<file path="src/rtl/fsub_seq_f.sv">
// Multi-cycle binary32 subtractor (in1 - in2), round-to-nearest-even.
// Alignment and normalization shift one bit per cycle.
`timescale 1ns/1ps
module fsub_seq_f #(
    parameter int F_WIDTH = 32,
    parameter int F_EXP   = 8,
    parameter int F_FLAC  = 23
) (
    input  logic               CLK,
    input  logic               RSTn,
    input  logic               in_valid,
    output logic               in_ready,
    input  logic [F_WIDTH-1:0] in1,
    input  logic [F_WIDTH-1:0] in2,
    output logic               out_valid,
    input  logic               out_ready,
    output logic [F_WIDTH-1:0] out,
    output logic               inexact,
    output logic               invalid,
    output logic               overflow,
    output logic               underflow
);

    typedef enum logic [2:0] {
        IDLE, ALIGN, ADD, NORM, ROUND, DONE
    } state_t;

    localparam int MW = F_FLAC + 4;
    localparam int CW = $clog2(MW + 1);
    localparam int EW = F_EXP + 2;
    localparam logic [F_EXP-1:0] EMAX = '1;
    localparam logic signed [EW-1:0] E_ONE  = 1;
    localparam logic signed [EW-1:0] E_ZERO = 0;
    localparam logic signed [EW-1:0] E_TOP  = {2'b00, EMAX};
    localparam logic [F_WIDTH-1:0] QNAN =
        {1'b0, EMAX, 1'b1, {(F_FLAC-1){1'b0}}};

    state_t state_q, state_d;
    logic sign_q, sign_d;
    logic sub_q, sub_d;
    logic signed [EW-1:0] exp_q, exp_d;
    logic [MW-1:0] ma_q, ma_d;
    logic [MW-1:0] mb_q, mb_d;
    logic [CW-1:0] cnt_q, cnt_d;
    logic [F_WIDTH-1:0] out_q, out_d;
    logic [3:0] flg_q, flg_d;

    // Operand decode; in2 carries its inverted (effective) sign
    logic s1, s2, z1, z2, inf1, inf2, nan1, nan2, a_big;
    logic [F_EXP-1:0] e1, e2, ea, eb, ediff;
    logic [F_FLAC-1:0] f1, f2, fa, fb;
    logic [CW-1:0] dcnt;

    always_comb begin
        s1    = in1[F_WIDTH-1];
        s2    = ~in2[F_WIDTH-1];
        e1    = in1[F_WIDTH-2:F_FLAC];
        e2    = in2[F_WIDTH-2:F_FLAC];
        f1    = in1[F_FLAC-1:0];
        f2    = in2[F_FLAC-1:0];
        z1    = (e1 == '0);
        z2    = (e2 == '0);
        inf1  = (e1 == EMAX) && (f1 == '0);
        inf2  = (e2 == EMAX) && (f2 == '0);
        nan1  = (e1 == EMAX) && (f1 != '0);
        nan2  = (e2 == EMAX) && (f2 != '0);
        a_big = in1[F_WIDTH-2:0] >= in2[F_WIDTH-2:0];
        ea    = a_big ? e1 : e2;
        eb    = a_big ? e2 : e1;
        fa    = a_big ? f1 : f2;
        fb    = a_big ? f2 : f1;
        ediff = ea - eb;
        dcnt  = (ediff > F_EXP'(MW)) ? CW'(MW) : ediff[CW-1:0];
    end

    logic [MW:0] sum;
    logic [F_FLAC:0] rm;
    logic [F_FLAC+1:0] rsum;
    logic g, r, s, up;
    logic signed [EW-1:0] rexp;
    logic [F_FLAC-1:0] rfrac;

    always_comb begin
        sum = sub_q ? ({1'b0, ma_q} - {1'b0, mb_q})
                    : ({1'b0, ma_q} + {1'b0, mb_q});
        rm    = ma_q[MW-1:3];
        g     = ma_q[2];
        r     = ma_q[1];
        s     = ma_q[0];
        up    = g & (r | s | rm[0]);
        rsum  = {1'b0, rm} + {{(F_FLAC+1){1'b0}}, up};
        rexp  = exp_q + (rsum[F_FLAC+1] ? E_ONE : E_ZERO);
        rfrac = rsum[F_FLAC+1] ? '0 : rsum[F_FLAC-1:0];
    end

    always_comb begin
        state_d = state_q;
        sign_d  = sign_q;
        sub_d   = sub_q;
        exp_d   = exp_q;
        ma_d    = ma_q;
        mb_d    = mb_q;
        cnt_d   = cnt_q;
        out_d   = out_q;
        flg_d   = flg_q;
        unique case (state_q)
            IDLE: begin
                if (in_valid) begin
                    flg_d   = '0;
                    state_d = DONE;
                    if (nan1 || nan2 || (inf1 && inf2 && (s1 != s2))) begin
                        out_d    = QNAN;
                        flg_d[3] = 1'b1;
                    end else if (inf1) begin
                        out_d = {s1, in1[F_WIDTH-2:0]};
                    end else if (inf2) begin
                        out_d = {s2, in2[F_WIDTH-2:0]};
                    end else if (z1 && z2) begin
                        out_d = {s1 & s2, {(F_WIDTH-1){1'b0}}};
                    end else if (z1) begin
                        out_d = {s2, in2[F_WIDTH-2:0]};
                    end else if (z2) begin
                        out_d = {s1, in1[F_WIDTH-2:0]};
                    end else begin
                        sign_d  = a_big ? s1 : s2;
                        sub_d   = s1 ^ s2;
                        exp_d   = {2'b00, ea};
                        ma_d    = {1'b1, fa, 3'b000};
                        mb_d    = {1'b1, fb, 3'b000};
                        cnt_d   = dcnt;
                        state_d = ALIGN;
                    end
                end
            end
            ALIGN: begin
                if (cnt_q != '0) begin
                    mb_d  = {1'b0, mb_q[MW-1:2], mb_q[1] | mb_q[0]};
                    cnt_d = cnt_q - CW'(1);
                end else begin
                    state_d = ADD;
                end
            end
            ADD: begin
                if (sum == '0) begin
                    out_d   = '0;
                    state_d = DONE;
                end else if (sum[MW]) begin
                    ma_d    = {sum[MW:2], sum[1] | sum[0]};
                    exp_d   = exp_q + E_ONE;
                    state_d = ROUND;
                end else begin
                    ma_d    = sum[MW-1:0];
                    state_d = sum[MW-1] ? ROUND : NORM;
                end
            end
            NORM: begin
                // Subnormal results are not produced; flush to +0
                if (exp_q <= E_ONE) begin
                    out_d   = '0;
                    flg_d   = 4'b0011;
                    state_d = DONE;
                end else begin
                    ma_d  = {ma_q[MW-2:0], 1'b0};
                    exp_d = exp_q - E_ONE;
                    if (ma_q[MW-2]) state_d = ROUND;
                end
            end
            ROUND: begin
                state_d = DONE;
                if (rexp >= E_TOP) begin
                    out_d = {sign_q, EMAX, {F_FLAC{1'b0}}};
                    flg_d = 4'b0101;
                end else begin
                    out_d = {sign_q, rexp[F_EXP-1:0], rfrac};
                    flg_d = {3'b000, g | r | s};
                end
            end
            DONE: begin
                if (out_ready) state_d = IDLE;
            end
            default: state_d = IDLE;
        endcase
    end

    always_ff @(posedge CLK or negedge RSTn) begin
        if (!RSTn) begin
            state_q <= IDLE;
            sign_q  <= 1'b0;
            sub_q   <= 1'b0;
            exp_q   <= '0;
            ma_q    <= '0;
            mb_q    <= '0;
            cnt_q   <= '0;
            out_q   <= '0;
            flg_q   <= '0;
        end else begin
            state_q <= state_d;
            sign_q  <= sign_d;
            sub_q   <= sub_d;
            exp_q   <= exp_d;
            ma_q    <= ma_d;
            mb_q    <= mb_d;
            cnt_q   <= cnt_d;
            out_q   <= out_d;
            flg_q   <= flg_d;
        end
    end

    assign in_ready  = (state_q == IDLE);
    assign out_valid = (state_q == DONE);
    assign out       = out_q;
    assign invalid   = flg_q[3];
    assign overflow  = flg_q[2];
    assign underflow = flg_q[1];
    assign inexact   = flg_q[0];

endmodule

</file>
<file path="config.mk">
export PLATFORM = sky130hd
export DESIGN_NAME = fsub_seq_f
export DESIGN_NICKNAME = d
export VERILOG_FILES = /design/src/rtl/fsub_seq_f.sv
export SDC_FILE = /design/constraint.sdc
export NUM_CORES = 1
export LEC_CHECK = 0
export ABC_AREA = 0
export CAP_MARGIN = 15
export CORE_MARGIN = 2
export CORE_UTILIZATION = 45
export DETAILED_ROUTE_END_ITERATION = 6
export PLACE_DENSITY = 0.7
export SLEW_MARGIN = 20
export SYNTH_ARGS = -nofsm -noshare
export SYNTH_HDL_FRONTEND = slang
export SYNTH_SLANG_ARGS = --single-unit
export TNS_END_PERCENT = 30
</file>
<file path="constraint.sdc">
create_clock -name CLK -period 8.43 [get_ports CLK]
set_input_delay 0.843 -clock CLK [delete_from_list [all_inputs] [get_ports CLK]]
set_output_delay 0.843 -clock CLK [all_outputs]
set_load 0.1 [all_outputs]
</file>
## After elaboration in Yosys (flattened, before gate mapping)

Cells that the tools add are included.

| cells by class | value |
|---|---|
| add/subtract/negate cells | 8 |
| magnitude comparators | 4 |
| eq/ne operators | 25 |
| multiplexer cells | 80 |
| bitwise operators | 16 |
| reduce and logical (&&, ||, !) cells | 29 |

Operators with widths:

| cell | count |
|---|---|
| two-way mux 27 bit | 18 |
| two-way mux 32 bit | 9 |
| case mux 32 bit (4 select lines) | 1 |
| two-way mux 10 bit | 10 |
| case mux 27 bit (3 select lines) | 1 |
| two-way mux 23 bit | 3 |
| case mux 27 bit (2 select lines) | 1 |
| zero test 23 bit | 2 |
| nonzero test 23 bit | 2 |
| two-way mux 3 bit | 15 |
| two-way mux 5 bit | 9 |
| greater-or-equal comparator 31 bit | 1 |
| two-way mux 31 bit | 1 |
| case mux 10 bit (3 select lines) | 1 |
| adder 27 x 27 -> 28 bit | 1 |
| zero test 28 bit | 1 |
| two-way mux 28 bit | 1 |
| inequality test 2 bit (second input constant) | 14 |
| subtractor 27 x 27 -> 28 bit | 1 |
| adder 24 x 1 -> 25 bit | 1 |
| case mux 3 bit (6 select lines) | 1 |
| == test 8 bit (second input constant) | 2 |
| zero test 8 bit | 2 |
| two-way mux 8 bit | 2 |
| 37 further kinds | 62 |

| storage, ports and cells | value |
|---|---|
| register bits after elaboration | 110 |
| output and inout port bits | 38 |
| word-level logic and storage cells | 171 |

## Depth between registers and ports, before layout

Gate-level depths: netlist of the first run.

| depth | value |
|---|---|
| depth in word-level cells | 13 |
| depth in mapped cells | 22 |
| depth with buffers taken out | 21 |

## Worst setup path after synthesis of the first run

OpenSTA, ideal clock, no wires.

| path | value |
|---|---|
| kind | flip-flop to flip-flop |
| from | register mb_q[10] |
| to | register ma_q[10] |
| library setup time | 125 ps |
| arrival | 5016 ps |
| required time | 8305 ps |
| slack | 3289 ps |
| stages on the path, launching flop included | 17 |
| clock period less this slack | 5141 ps |
| cells stage by stage | dfrtp_1 > or3_1 > or3_1 > or3_1 > o31ai_1 > xor2_1 > ha_1 > a21oi_1 > o21ai_0 > a2111oi_4 > a211oi_2 > or3_4 > a2111oi_4 > nand4_4 > o31ai_4 > buf_6 > mux2_4 |

| on the way | value |
|---|---|
| cells in the longest elaborated chain, start to end | 5 |

Ends and longest elaborated chain:

| what | line | source |
|---|---|---|
| from (decl) | 43 | `logic [MW-1:0] mb_q, mb_d;` |
| from (signal assigned) | 202 | `mb_q <= mb_d;` |
| adder 27 x 27 -> 28 bit or subtractor 27 x 27 -> 28 bit (tied branches) | 85, 84 |  |
| two-way mux 28 bit * | 84 | `sum = sub_q ? ({1'b0, ma_q} - {1'b0, mb_q})` |
| zero test 28 bit or two-way mux 27 bit (tied branches) | 144, 147 |  |
| inequality test 2 bit (no line) or two-way mux 27 bit (tied branches) | - |  |
| AND reduction 10 bit (no line) or case mux 27 bit (3 select lines) (tied branches) | - |  |
| to (signal assigned) | 201 | `ma_q <= ma_d;` |
| to (decl) | 42 | `logic [MW-1:0] ma_q, ma_d;` |

Mark *: on every way between the ends. The rest lies on a longest branch, timed or not. The select of a mux whose other input is x is not followed.
A chain may end at the register's enable or synchronous reset.

## Worst setup path after layout of the first run

| path | value |
|---|---|
| from | register mb_q[2] |
| to | register out_q[28], in the netlist out[28] |

| on the way | value |
|---|---|
| cells in the longest elaborated chain, start to end | 5 |

Ends and longest elaborated chain:

| what | line | source |
|---|---|---|
| adder 27 x 27 -> 28 bit or subtractor 27 x 27 -> 28 bit (tied branches) | 85, 84 |  |
| two-way mux 28 bit * | 84 |  |
| zero test 28 bit * | 144 | `if (sum == '0) begin` |
| inequality test 2 bit (no line) * | - |  |
| AND reduction 5 bit (no line) * | - |  |
| to (signal assigned) | 204 | `out_q <= out_d;` |
| to (decl) | 45 | `logic [F_WIDTH-1:0] out_q, out_d;` |

Mark *: on every way between the ends. The rest lies on a longest branch, timed or not.

==> impl_metrics.toml, run 1 <==
[global_routing]
first_global_vias = 10692
grt_start_max_net_pins = 65
grtUsageTotal_pct = 29.2
antenna_found_initial = 0
grt_overflow = 0
grt_pass1_wl_um = 60100

[synth]
synthesis.nets = 1600
avgSynthCellArea_sq_um = 7.70
yosys.area.top_type = "dfrtp_1"
synth_most_common_cell = "nor2_1"
yosysTopAreaCellShare_pct = 24.4
synthTopCellsByArea = "dfrtp_1, ha_1, a21oi_1, nor2_1, nand2_1"
ys_types = 76
ys_seq_area_share_pct = 24.4
synth_common_cells = "nor2_1, nand2_1, a21oi_1"
synth_cells = 1462
ys_dominant_reg_cell = "dfrtp_1"
async_reset_ff_share_pct = 100
synth.ff_latch_count = 110
synth_edf_count = 0
syn_area_sq_um = 11300
ys_warn_count = 0

[worst_setup_path]
worstSetupStartpointType = "flop"
cp.arrival_ps = 6400
r2r_slack_ps = 2290
worstRegToRegCells = 17
slowest_stage = "o31ai_4"
cp.depth = 17
crit_path_max_incr_delay_ps = 780
end_kind = "flop"
path_class = "reg2reg"
worstPathRequired_ps = 8690
cpMostUsedCell = "a2111oi_4"
path_buf_inv = 1
reg2reg_to = "out[28]"
crit_family = "compound AO/OA/AOI/OAI gates"
crit_fanout = 17
r2r-start = "mb_q[2]"
path_cells = "nor2_1 -> nor4b_1 -> and2_1 -> a21oi_1 -> xnor2_1 -> ha_1 -> nand2_1 -> o21ai_1 -> a221o_1 -> a2111oi_4 -> a211oi_2 -> or3_4 -> a2111oi_4 -> nand4_4 -> o31ai_4 -> buf_4 -> mux2_2"

[route]
drt-total-wl_um = 38400
top_layer_used = "met4"
wl_met1_um = 17100
drt_first_iter_violations = 1426
wire_per_inst_um = 20.9
drcViolationCount = 0
drtAntennaViolNets = 0
via_per_inst = 6.30
num_vias = 11556
route.met3.wl_um = 3940
wl_met2_um = 16600
dr.pass1.iters = 5

[placed_design]
hpwlAfterDp_um = 30000
placement.io_buffers = 105
gp_congestion = 1.00

[layout]
num-nets-final = 1644
num_antenna_cells = 0
drive_gt1_share_pct = 7.74
area_delta_synth_final_pct = 13.4

[flow_run]
max_cap_violations = 0

[hold_path]
min_path_type = "reg2reg"
hold_start = "flg_q[1]"
whs_endpoint = "flg_q[1]"
hold_path_depth = 1

[floorplan]
placementRows = 57
dieWidth_um = 162
io_pins = 106
start_util_pct = 46.0
die_y_um = 162
dieArea_sq_um = 26300
core-area_sq_um = 24500

[sta]
final.setup.tns_ps = 0
period_share_pct = 72.8
drv_slew = 0
worst_slew_pin_slew_ps = 986
fin_worst_skew_ps = 15.6
max_freq_ghz = 0.163
period_minus_slack_ps = 6140
report.final.setup_viol = 0
rsz0062_at_grt = "false"
hold_viol = 0
slew_headroom_pct = 34.0

[clock_tree]
cts_made_buffers = 9
cts_resized = 0
tritoncts = "built"
holdBufCountCts = 0
cts.path.max_buffers = 2
postCtsSetupRepairBufs = 0
path_clk_slew_ps = 90
clockRootBuffer = "clkbuf_16"
cts_sinks = 110
clk-insertion-delay-late_ps = 380
h-tree-depth = 3

[outcome]
outcome = "complete, no violations"
[registers in the layout, indices dropped and copies added, names as in the netlist]
signal   cells
exp_q       10
flg_q        4
ma_q        27
out         32
cnt_q        5
sub_q        1
state_q      3
sign_q       1
mb_q        27
[per-stage QoR]
stage / setup WS (ps) / util, % / hold WS, ps / instance area (sq um) / std cells
5_1_grt: 1960 / 52.2 / 509 / 12800 / 1835
6_report: 2290 / 52.2 / 486 / 12800 / 1835
2_1_floorplan: 3290 / - / 471 / 11300 / 1462
3_3_place_gp: 2500 / 51.0 / 462 / 12500 / 1819
4_1_cts: 2320 / 52.2 / 493 / 12800 / 1835
3_5_place_dp: 2360 / 51.0 / 474 / 12500 / 1819
[metal layers]
metal / up-vias / GRT usage [%]
met1: 5534 / 42.9
met5: - / 0
met4: 0 / 7.48
met2: 571 / 43.7
met3: 53 / 6.15
li1: 5398 / -
[layout make-up]
class	instances	area, sq um
flip-flops and latches	110	2750
repair buffers	119	1150
fillers	2368	11700
well taps	324	405
clock inverters	5	46.3
clock buffers	11	243
inverters	64	240
multi-input cells	1202	7930
[worst max path at each step]
| stage | from | endpoint | slack (ps) |
|---|---|---|---|
| 2_1_floorplan | mb_q[10] | ma_q[10] | 3290 |
| 3_3_place_gp | mb_q[10] | out[30] | 2500 |
| 3_5_place_dp | mb_q[2] | out[23] | 2360 |
| 4_1_cts | mb_q[2] | out[28] | 2320 |
| 5_1_grt | mb_q[2] | out[28] | 1960 |
| 6_report | mb_q[2] | out[28] | 2290 |
[layout by cell type, fill, tap and decap left out, types with 4 or more instances in the layout]
master / netlist / routed
xor2_1: 31 / 30
and2_1: 7 / 7
nand2b_1: 14 / 14
dfrtp_1: 110 / 110
o22a_1: 4 / 4
nand3_1: 44 / 44
clkdlybuf4s50_1: 0 / 104
buf_4: 3 / 15
nand4_1: 22 / 22
o22ai_1: 29 / 29
a21oi_1: 138 / 138
a32oi_1: 4 / 4
and3_1: 11 / 11
o211ai_1: 23 / 23
or2_2: 5 / 5
or3_1: 15 / 15
nor4_1: 25 / 25
mux2_2: 40 / 40
inv_1: 64 / 64
o21a_1: 10 / 9
ha_1: 69 / 69
clkbuf_16: 0 / 9
a21o_1: 24 / 24
nand2_1: 141 / 141
nor3_1: 30 / 29
nor2b_1: 9 / 8
a31o_2: 5 / 5
a211o_1: 6 / 6
inv_6: 0 / 4
a31oi_1: 38 / 38
a211oi_1: 15 / 15
mux2_4: 17 / 17
xnor2_1: 48 / 47
o21bai_1: 4 / 4
mux2i_1: 42 / 42
nor2_1: 181 / 181
o21ai_0: 85 / 85
[cells by family after synthesis]
group                      Yosys count  share of synthesized area (%)
muxes                               99                           10.0
buffers and inverters              150                           5.48
and+or+nand+nor                    519                           21.3
AOI/OAI and AO/OA                  435                           24.8
DFF                                110                           24.4
xor gates and xnor gates            79                           6.14
adders and majority gates           70                           7.84
Power of run 1 is left out: the tool's default activity adds up to more than one toggle a clock period on the data nets, which glitch-free logic cannot reach.
==> run 2, diff against run 1 <==
==> constraint.sdc (replaced) <==
create_clock -name CLK -period 6.3 [get_ports CLK]
set_input_delay 0.63 -clock CLK [delete_from_list [all_inputs] [get_ports CLK]]
set_output_delay 0.63 -clock CLK [all_outputs]
set_load 0.1 [all_outputs]
==> run 2 against run 1 <==
  * Wire length decreased by 0.32%
  * Sequential share of layout area decreased by 0.12 points
  * Utilization increased by 0.30 points
  * Flip-flop and latch count unchanged
  * Via count decreased by 0.74%
  * Cell count increased by 0.60%
  * Non-clock buffer count increased by 10
  * Hold slack got worse by 150 ps
  * Setup slack got worse by 1700 ps
  * Fmax increased by 8.4%
  * Final area increased by 0.57%
  * Largest cell class unchanged
  * Highest routed layer unchanged
==> impl_metrics.toml, run 2 (synthesis gave the netlist of run 1 again) <==
[outcome]
outcome = "complete, no violations"

[worst_setup_path]
crit_path_max_incr_delay_ps = 430
cp.arrival_ps = 5920
worstSetupStartpointType = "flop"
crit_fanout = 20
critPathLaunch = "mb_q[10]"
path_cells = "or3_1 -> or3_1 -> or3_1 -> nor2_1 -> nor2_1 -> xnor2_1 -> ha_1 -> nand2_1 -> nor2_1 -> a221o_1 -> a2111oi_4 -> a211oi_2 -> or3_4 -> a2111oi_4 -> nand4_4 -> o31ai_4 -> buf_4 -> mux2_2"
worstRegToRegCells = 18
r2r-start = "mb_q[10]"
reg2reg_to = "ma_q[3]"
worstPathRequired_ps = 6560
end_kind = "flop"
r2r_slack_ps = 640
crit_path_end = "ma_q[3]"
slowest_stage = "dfrtp_1"
path_class = "reg2reg"

[placed_design]
placement.io_buffers = 105
place_inst = 1829
pre_cts_ws_ps = 736
gp_congestion = 1.01
hpwlAfterDp_um = 30100

[layout]
stdcell_count = 1846
final_cell_mix = "nor2_1, nand2_1, a21oi_1"
num-nets-final = 1654
area_delta_synth_final_pct = 14.0
final_core_util_pct = 52.5
largest_reg_flops = 32
drive_gt1_share_pct = 8.36
layout_commonest_cell = "nor2_1"
nFillCells = 2329

[clock_tree]
cts_resized = 0
cts_made_buffers = 9
cts.path.max_buffers = 2
cts_sinks = 110
clockRootBuffer = "clkbuf_16"
tritoncts = "built"
clk-insertion-delay-late_ps = 370
holdBufCountCts = 0
path_clk_slew_ps = 80
postCtsSetupRepairBufs = 0
h-tree-depth = 3

[sta]
setup_ws_ps = 638
max_freq_ghz = 0.177
report.final.setup_viol = 0
fin_worst_skew_ps = 16.2
worst_slew_pin_slew_ps = 1010
slew_headroom_pct = 32.4
drv_slew = 0
period_minus_slack_ps = 5660
hold_viol = 0
period_share_pct = 89.9
rsz0062_at_grt = "false"
final.setup.tns_ps = 0

[global_routing]
grt_pass1_wl_um = 59100
first_global_vias = 10602
grtUsageTotal_pct = 29.0
grt_start_max_net_pins = 61
grt_overflow = 0
antenna_found_initial = 1

[floorplan]
core-area_sq_um = 24500
die_y_um = 162
dieArea_sq_um = 26300
start_util_pct = 46.0
placementRows = 57
dieWidth_um = 162
io_pins = 106

[route]
dr.pass1.iters = 7
drt-total-wl_um = 38200
wire_per_inst_um = 20.7
drt_first_iter_violations = 1477
drtAntennaViolNets = 0
via_per_inst = 6.21
drcViolationCount = 0
num_vias = 11471

[flow_run]
max_cap_violations = 0

[hold_path]
min_path_type = "in2async"
-- run 2: layout make-up --
type,count,area (sq um),share of cell area (%)
Clock inverter,6,56.3,0.438
Tap cell,324,405,3.16
Multi-Input combinational cell,1202,7930,61.7
Clock buffer,9,225,1.75
Inverter,64,240,1.87
Sequential cell,110,2750,21.4
Antenna cell,2,5.00,0.0390
Timing Repair Buffer,129,1230,9.57
-- run 2: how the worst min path moves through the flow --
stage                        start  cells after the start  slack, ps  endpoint
after global placement    flg_q[1]                      1        460  flg_q[1]
after floorplan               RSTn                      0        330  cnt_q[0]
after global routing          RSTn                      1        400  cnt_q[0]
after CTS                     RSTn                      1        370   out[24]
final                         RSTn                      1        340  cnt_q[0]
after detailed placement  flg_q[1]                      1        470  flg_q[1]
-- run 2: critical path, delay by kind of cell, from the launching register on --
kind,cells,cell delay [ps]
AND/OR/NAND/NOR,9,2160
XOR/XNOR,1,270
AO/OA/AOI/OAI,5,1580
flip-flops,1,430
multiplexers,1,380
adder cells (fa/ha/maj),1,330
buffers and inverters,1,380
-- run 2: stage by stage --
step	hold WS [ps]	instance area, sq um
finish	337	12800
global route	401	12800
CTS	371	12800
detailed placement	469	12600
global placement	462	12600
floorplan	334	11300
-- run 2: routing by layer --
metal | global-route usage [%] | up-vias | share of wire (%)
li1 | - | 5416 | -
met1 | 41.6 | 5427 | 44
met2 | 43.8 | 575 | 43
met3 | 7.28 | 53 | 10
met4 | 6.80 | 0 | 1.8
met5 | 0 | - | 0
Power of run 2 is left out for the same reason.
